$ cat src/rtl/alu_arbiter.sv
// Two-requester ALU front end: arbitrates between requesters, latches one operation,
// executes it for one cycle and holds the registered response until it is consumed.
module alu_arbiter #(
    parameter bit RR_EN = 1'b1
) (
    input  logic        clk,
    input  logic        rst_n,
    input  logic        req0_valid,
    output logic        req0_ready,
    input  logic [31:0] req0_a,
    input  logic [31:0] req0_b,
    input  logic [3:0]  req0_op,
    input  logic        req1_valid,
    output logic        req1_ready,
    input  logic [31:0] req1_a,
    input  logic [31:0] req1_b,
    input  logic [3:0]  req1_op,
    output logic        rsp_valid,
    input  logic        rsp_ready,
    output logic        rsp_id,
    output logic [31:0] rsp_result,
    output logic [3:0]  rsp_flags,
    output logic        rsp_err,
    output logic [1:0]  state_dbg
);

    // Handshakes: a transfer happens on a rising edge where valid && ready are both high.
    // Requesters may drop valid at any time before ready; rsp_* hold until rsp_ready.
    typedef enum logic [1:0] {
        S_IDLE = 2'd0,
        S_EXEC = 2'd1,
        S_RESP = 2'd2
    } state_t;

    state_t      state;
    logic        last_grant;
    logic [31:0] a_q;
    logic [31:0] b_q;
    logic [3:0]  op_q;
    logic        id_q;

    logic        grant0;
    logic        grant1;
    logic        accept;
    logic [31:0] alu_result;
    logic        alu_err;
    logic [3:0]  alu_flags;

    // On a tie, round-robin favours whoever did not win last; fixed mode favours 0.
    always_comb begin
        grant0 = 1'b0;
        grant1 = 1'b0;
        if (req0_valid && req1_valid) begin
            if (RR_EN && !last_grant) grant1 = 1'b1;
            else                      grant0 = 1'b1;
        end else if (req0_valid) begin
            grant0 = 1'b1;
        end else if (req1_valid) begin
            grant1 = 1'b1;
        end
    end

    assign req0_ready = rst_n && (state == S_IDLE) && grant0;
    assign req1_ready = rst_n && (state == S_IDLE) && grant1;
    assign accept     = req0_ready || req1_ready;
    assign state_dbg  = state;

    always_comb begin
        alu_result = 32'd0;
        alu_err    = 1'b0;
        case (op_q)
            4'b0001: alu_result = a_q + b_q;
            4'b0010: alu_result = a_q - b_q;
            4'b0011: alu_result = a_q & b_q;
            4'b0100: alu_result = a_q | b_q;
            4'b1000: alu_result = a_q ^ b_q;
            4'b0111: alu_result = a_q << b_q[4:0];
            4'b1011: alu_result = a_q >> b_q[4:0];
            4'b1010: alu_result = {31'd0, a_q > b_q};
            4'b1001: alu_result = {31'd0, a_q < b_q};
            4'b0110: alu_result = {31'd0, a_q == b_q};
            4'b1100: alu_result = {31'd0, a_q != b_q};
            default: alu_err    = 1'b1;
        endcase
    end

    // Flags are produced for every opcode, including unsupported ones.
    assign alu_flags = {a_q != b_q, a_q >= b_q, a_q < b_q, a_q == b_q};

    always_ff @(posedge clk or negedge rst_n) begin
        if (!rst_n) begin
            state      <= S_IDLE;
            last_grant <= 1'b1;
            a_q        <= 32'd0;
            b_q        <= 32'd0;
            op_q       <= 4'd0;
            id_q       <= 1'b0;
            rsp_valid  <= 1'b0;
            rsp_id     <= 1'b0;
            rsp_result <= 32'd0;
            rsp_flags  <= 4'd0;
            rsp_err    <= 1'b0;
        end else begin
            case (state)
                S_IDLE: begin
                    if (accept) begin
                        a_q        <= grant1 ? req1_a  : req0_a;
                        b_q        <= grant1 ? req1_b  : req0_b;
                        op_q       <= grant1 ? req1_op : req0_op;
                        id_q       <= grant1;
                        last_grant <= grant1;
                        state      <= S_EXEC;
                    end
                end
                S_EXEC: begin
                    rsp_result <= alu_result;
                    rsp_flags  <= alu_flags;
                    rsp_err    <= alu_err;
                    rsp_id     <= id_q;
                    rsp_valid  <= 1'b1;
                    state      <= S_RESP;
                end
                S_RESP: begin
                    if (rsp_ready) begin
                        rsp_valid <= 1'b0;
                        state     <= S_IDLE;
                    end
                end
                default: state <= S_IDLE;
            endcase
        end
    end

endmodule

$ cat config.mk
export PLATFORM = sky130hd
export DESIGN_NAME = alu_arbiter
export DESIGN_NICKNAME = d
export VERILOG_FILES = /design/src/rtl/alu_arbiter.sv
export SDC_FILE = /design/constraint.sdc
export NUM_CORES = 1
export LEC_CHECK = 0
export CORE_MARGIN = 3
export CORE_UTILIZATION = 55
export DETAILED_ROUTE_END_ITERATION = 10
export PLACE_DENSITY_LB_ADDON = 0.15
export RECOVER_POWER = 25
export SLEW_MARGIN = 20
export SYNTH_ARGS = -nofsm -noshare
export SYNTH_HDL_FRONTEND = slang
export SYNTH_SLANG_ARGS = --single-unit
$ cat constraint.sdc
create_clock -name clk -period 6.81 [get_ports clk]
set_clock_uncertainty 0.1 [all_clocks]
set_input_delay 1.0215 -clock clk [delete_from_list [all_inputs] [get_ports clk]]
set_output_delay 1.0215 -clock clk [all_outputs]
set_load 0.02 [all_outputs]
==> summary.txt <==
antenna violations before repair -> 3
via count -> 14030
core area -> 23540 µm²
Net count, final -> 1952
worst path arrival time -> 4.06 ns
Initial DRT Pass Iterations -> 6
number of buffers inserted by post-CTS setup repair -> 0
switching power of the nets -> 5447 µW
relative contribution of the clock network to total power -> 6.5%
Max-cap violations -> 1
Peak supply drop -> 0.3185 mV
sequence of cells on the critical path -> buf_4 > clkbuf_1
Max Clk Rate -> 0.2032 GHz
area fraction of the dominant cell type after synthesis -> 20.88%
top cells by area, synth -> sky130_fd_sc_hd__dfrtp_1 (21%), sky130_fd_sc_hd__ha_1 (9.5%), sky130_fd_sc_hd__mux4_2 (9.1%)
Worst Max-Slew Pin Slew -> 3.439 ns
latest clock arrival within the worst-skew pair -> 0.38 ns
final-report setup violation count -> 0
number of cells upsized or downsized after cts -> 0
fraction of the mapped netlist area in compound gates -> 27.71%
pin count of the biggest net entering global routing -> 138
CTS Root Buffer Type -> sky130_fd_sc_hd__clkbuf_16
final weighted congestion of routability-driven global placement -> 1.074
CP max stage delay -> 2.46 ns
portion of the post-synthesis area used by sequential elements -> 21.08%
Crit. End Element -> async pin
DR vias/cell -> 6.899
biggest area consumer among synthesized cells -> sky130_fd_sc_hd__dfrtp_1
combinational share of power -> 76.8%
Final Worst Setup Slack -> 1.888 ns
area share of fa/ha/maj cells after synthesis -> 9.793%
cell internal pwr -> 3852 µW
Post-route DRC -> 0
aggregate global-route resource usage -> 39.02%
wire length of the first global-routing pass -> 78.54 mm
TritonCTS clock tree -> yes
leak pwr -> 0.006445 µW
RSZ-0062 raised after global routing -> false
average routed wire per standard cell -> 25.24 µm
post-route setup TNS -> 0 ns
worst hold path type -> reg2reg
total power density per cell area -> 603.9 nW/µm²
Die Ht -> 160.8 µm
gate count after technology mapping -> 1616
kind of cell adding the most delay to the critical path -> buffers and inverters
CP bufs+invs -> 2
CP Max Fanout -> 62
number of sinks handled by clock tree synthesis -> 111
post-route worst hold slack -> 0.3846 ns
number of enable-type register cells in the synthesized netlist -> 0
count of placed standard cells in the final layout, fillers left out -> 2034
post-synthesis net count -> 1859
xor/xnor cell area share of the yosys netlist -> 0.3986%
DRC violation total after the first TritonRoute iteration -> 2054
detailed placement HPWL -> 39.45 mm
multiplexer area fraction after synthesis -> 18.44%
required arrival time at the worst endpoint -> 5.95 ns
GRT overflow -> 0
net switching fraction of the power -> 58.58%
count of placed standard cells including taps -> 2017
max layer used -> met5
M1 wire length -> 20.60 mm
final number of hold-violating endpoints -> 0
CP max stage cell -> sky130_fd_sc_hd__clkbuf_1
share of the core filled with cells in the final layout -> 65.41%
full die area -> 25870 µm²
clock transition at the register clock pins on the worst setup and hold paths after CTS -> 0.09 ns
number of flip-flops and latches in the synthesized netlist -> 111
# hold bufs at CTS -> 0
top-level I/O count -> 184
run status -> finished, violations left
flip-flop cell with the highest count after synthesis -> sky130_fd_sc_hd__dfrtp_1
Avg Synthesized Cell Area -> 8.159 µm²
count of different cell masters after synthesis -> 84
part of the total power dissipated in sequential elements -> 16.7%
synthesis warning total -> 0
CTS H-Tree Depth -> 3
cell row count -> 56
Routed Antenna Nets -> 0
category of the critical setup timing path -> in2async
maximum buffer depth of the clock tree -> 2
chip width -> 160.8 µm
simple logic cell fraction of the synthesized area -> 15.24%
quantity of I/O buffers inserted on ports -> 183
Worst slew margin -> -129.2%
final max-slew violation count -> 63
Setup Slack @ Placement -> 2.494 ns
total standard cell area after synthesis -> 13190 µm²
initial core utilization -> 56.01%
portion of the clock cycle consumed by the worst path in the final layout -> 72.28%
fraction of registers with async set or reset after synthesis -> 100.0%
combinational family with the most area after synthesis -> compound AO/OA/AOI/OAI gates
length of routed met2 wiring -> 22.06 mm
wire length on met3 -> 6.594 mm
fraction of final layout cells with drive strength greater than 1 -> 7.876%
DRT Wirelength -> 51.33 mm
Worst Setup Start Kind -> input pin
failing checks -> capacitance limit, slew limit
layout-stage area growth over the synthesis result -> 16.80%
post-route minimum period -> 4.922 ns
number of buffers added by the clock tree synthesis step -> 9
number of global-route vias before repair -> 13020
[sequential cells by signal, indices dropped and copies added (netlist names)]
register / flops
a_q: 32
b_q: 32
rsp_result: 32
op_q: 4
rsp_flags: 4
state_dbg: 2
id_q: 1
last_grant: 1
rsp_err: 1
rsp_id: 1
rsp_valid: 1
[synth_stat cells, drive strengths merged, types with 15 or more instances]
cell type,instances
o21ai,156
or3,19
o211ai,17
nand3,18
a21o,18
nor2,138
nor4,15
a22oi,19
nand2,169
nor3,40
ha,100
a22o,16
a221oi,34
a211oi,15
mux2i,103
clkbuf,71
mux4,57
o221ai,19
buf,54
a21oi,125
inv,103
dfrtp,110
[layer usage]
| layer | track usage [%] | vias up |
|---|---|---|
| li1 | - | 6205 |
| met1 | 56.67 | 6648 |
| met2 | 57.88 | 1039 |
| met3 | 8.125 | 137 |
| met4 | 13.61 | 4 |
| met5 | 0 | - |
[worst reg2reg max path: cells and delay by family (launching register included)]
kind | cells | cell delay (ns)
compound gates | 7 | 2.18
buf+inv | 2 | 1.02
fa+ha+maj | 1 | 0.57
flops | 1 | 0.34
simple gates | 2 | 0.27
[layout make-up]
| type | instances | area [µm²] |
|---|---|---|
| Antenna cell | 1 | 2.502 |
| Clock buffer | 9 | 225.2 |
| Clock inverter | 7 | 88.84 |
| Fill cell | 2054 | 8143 |
| Inverter | 104 | 390.4 |
| Multi-Input combinational cell | 1276 | 9508 |
| Sequential cell | 111 | 2784 |
| Tap cell | 319 | 399.1 |
| Timing Repair Buffer | 207 | 2002 |
[worst paths after layout]
kind                                                 from                          to  slack, ns  depth (start not counted)
worst max register to register         b_q[3]$_DFFE_PN0P_  rsp_result[24]$_DFFE_PN0P_       2.23                         12
min in group asynchronous                           rst_n   rsp_result[5]$_DFFE_PN0P_       0.57                          1
worst min register to register  rsp_result[4]$_DFFE_PN0P_   rsp_result[4]$_DFFE_PN0P_       0.38                          2
max in group clk                       b_q[3]$_DFFE_PN0P_  rsp_result[24]$_DFFE_PN0P_       2.23                         12
worst min-delay path            rsp_result[4]$_DFFE_PN0P_   rsp_result[4]$_DFFE_PN0P_       0.38                          2
worst max-delay path                                rst_n          b_q[0]$_DFFE_PN0P_       1.89                          2
[per-stage QoR]
stage | cell area [µm²] | power (µW)
detailed placement | 15090 | 8350
floorplan | 13190 | 6157
finish | 15400 | 9300
global route | 15400 | 9817
global placement | 15080 | 8258
CTS | 15400 | 8967
[cell families after synthesis]
family                     count (synthesis)
xor gates and xnor gates                   6
and+or+nand+nor                          447
DFF                                      111
buffers and inverters                    229
AOI/OAI and AO/OA                        552
muxes                                    169
adders and majority gates                102
[cell usage in the layout (no fill, tap or decap), types with 21 or more instances in the layout]
cell,n
sky130_fd_sc_hd__a21oi_1,124
sky130_fd_sc_hd__nor3_1,34
sky130_fd_sc_hd__buf_4,21
sky130_fd_sc_hd__o21ai_0,153
sky130_fd_sc_hd__nor2_1,137
sky130_fd_sc_hd__dfrtp_1,108
sky130_fd_sc_hd__mux2i_1,103
sky130_fd_sc_hd__ha_1,100
sky130_fd_sc_hd__a221oi_1,34
sky130_fd_sc_hd__inv_1,100
sky130_fd_sc_hd__clkdlybuf4s50_1,181
sky130_fd_sc_hd__nand2_1,169
sky130_fd_sc_hd__mux4_2,53
[power groups by stage]
stage	Clock, µW	Sequential [µW]	Combinational [µW]
2_1_floorplan	0	1320	4840
3_3_place_gp	0	1510	6750
3_5_place_dp	0	1530	6820
4_1_cts	601	1520	6850
5_1_grt	627	1590	7600
6_report	605	1550	7140
No activity file was read; power rests on OpenSTA's default activity.
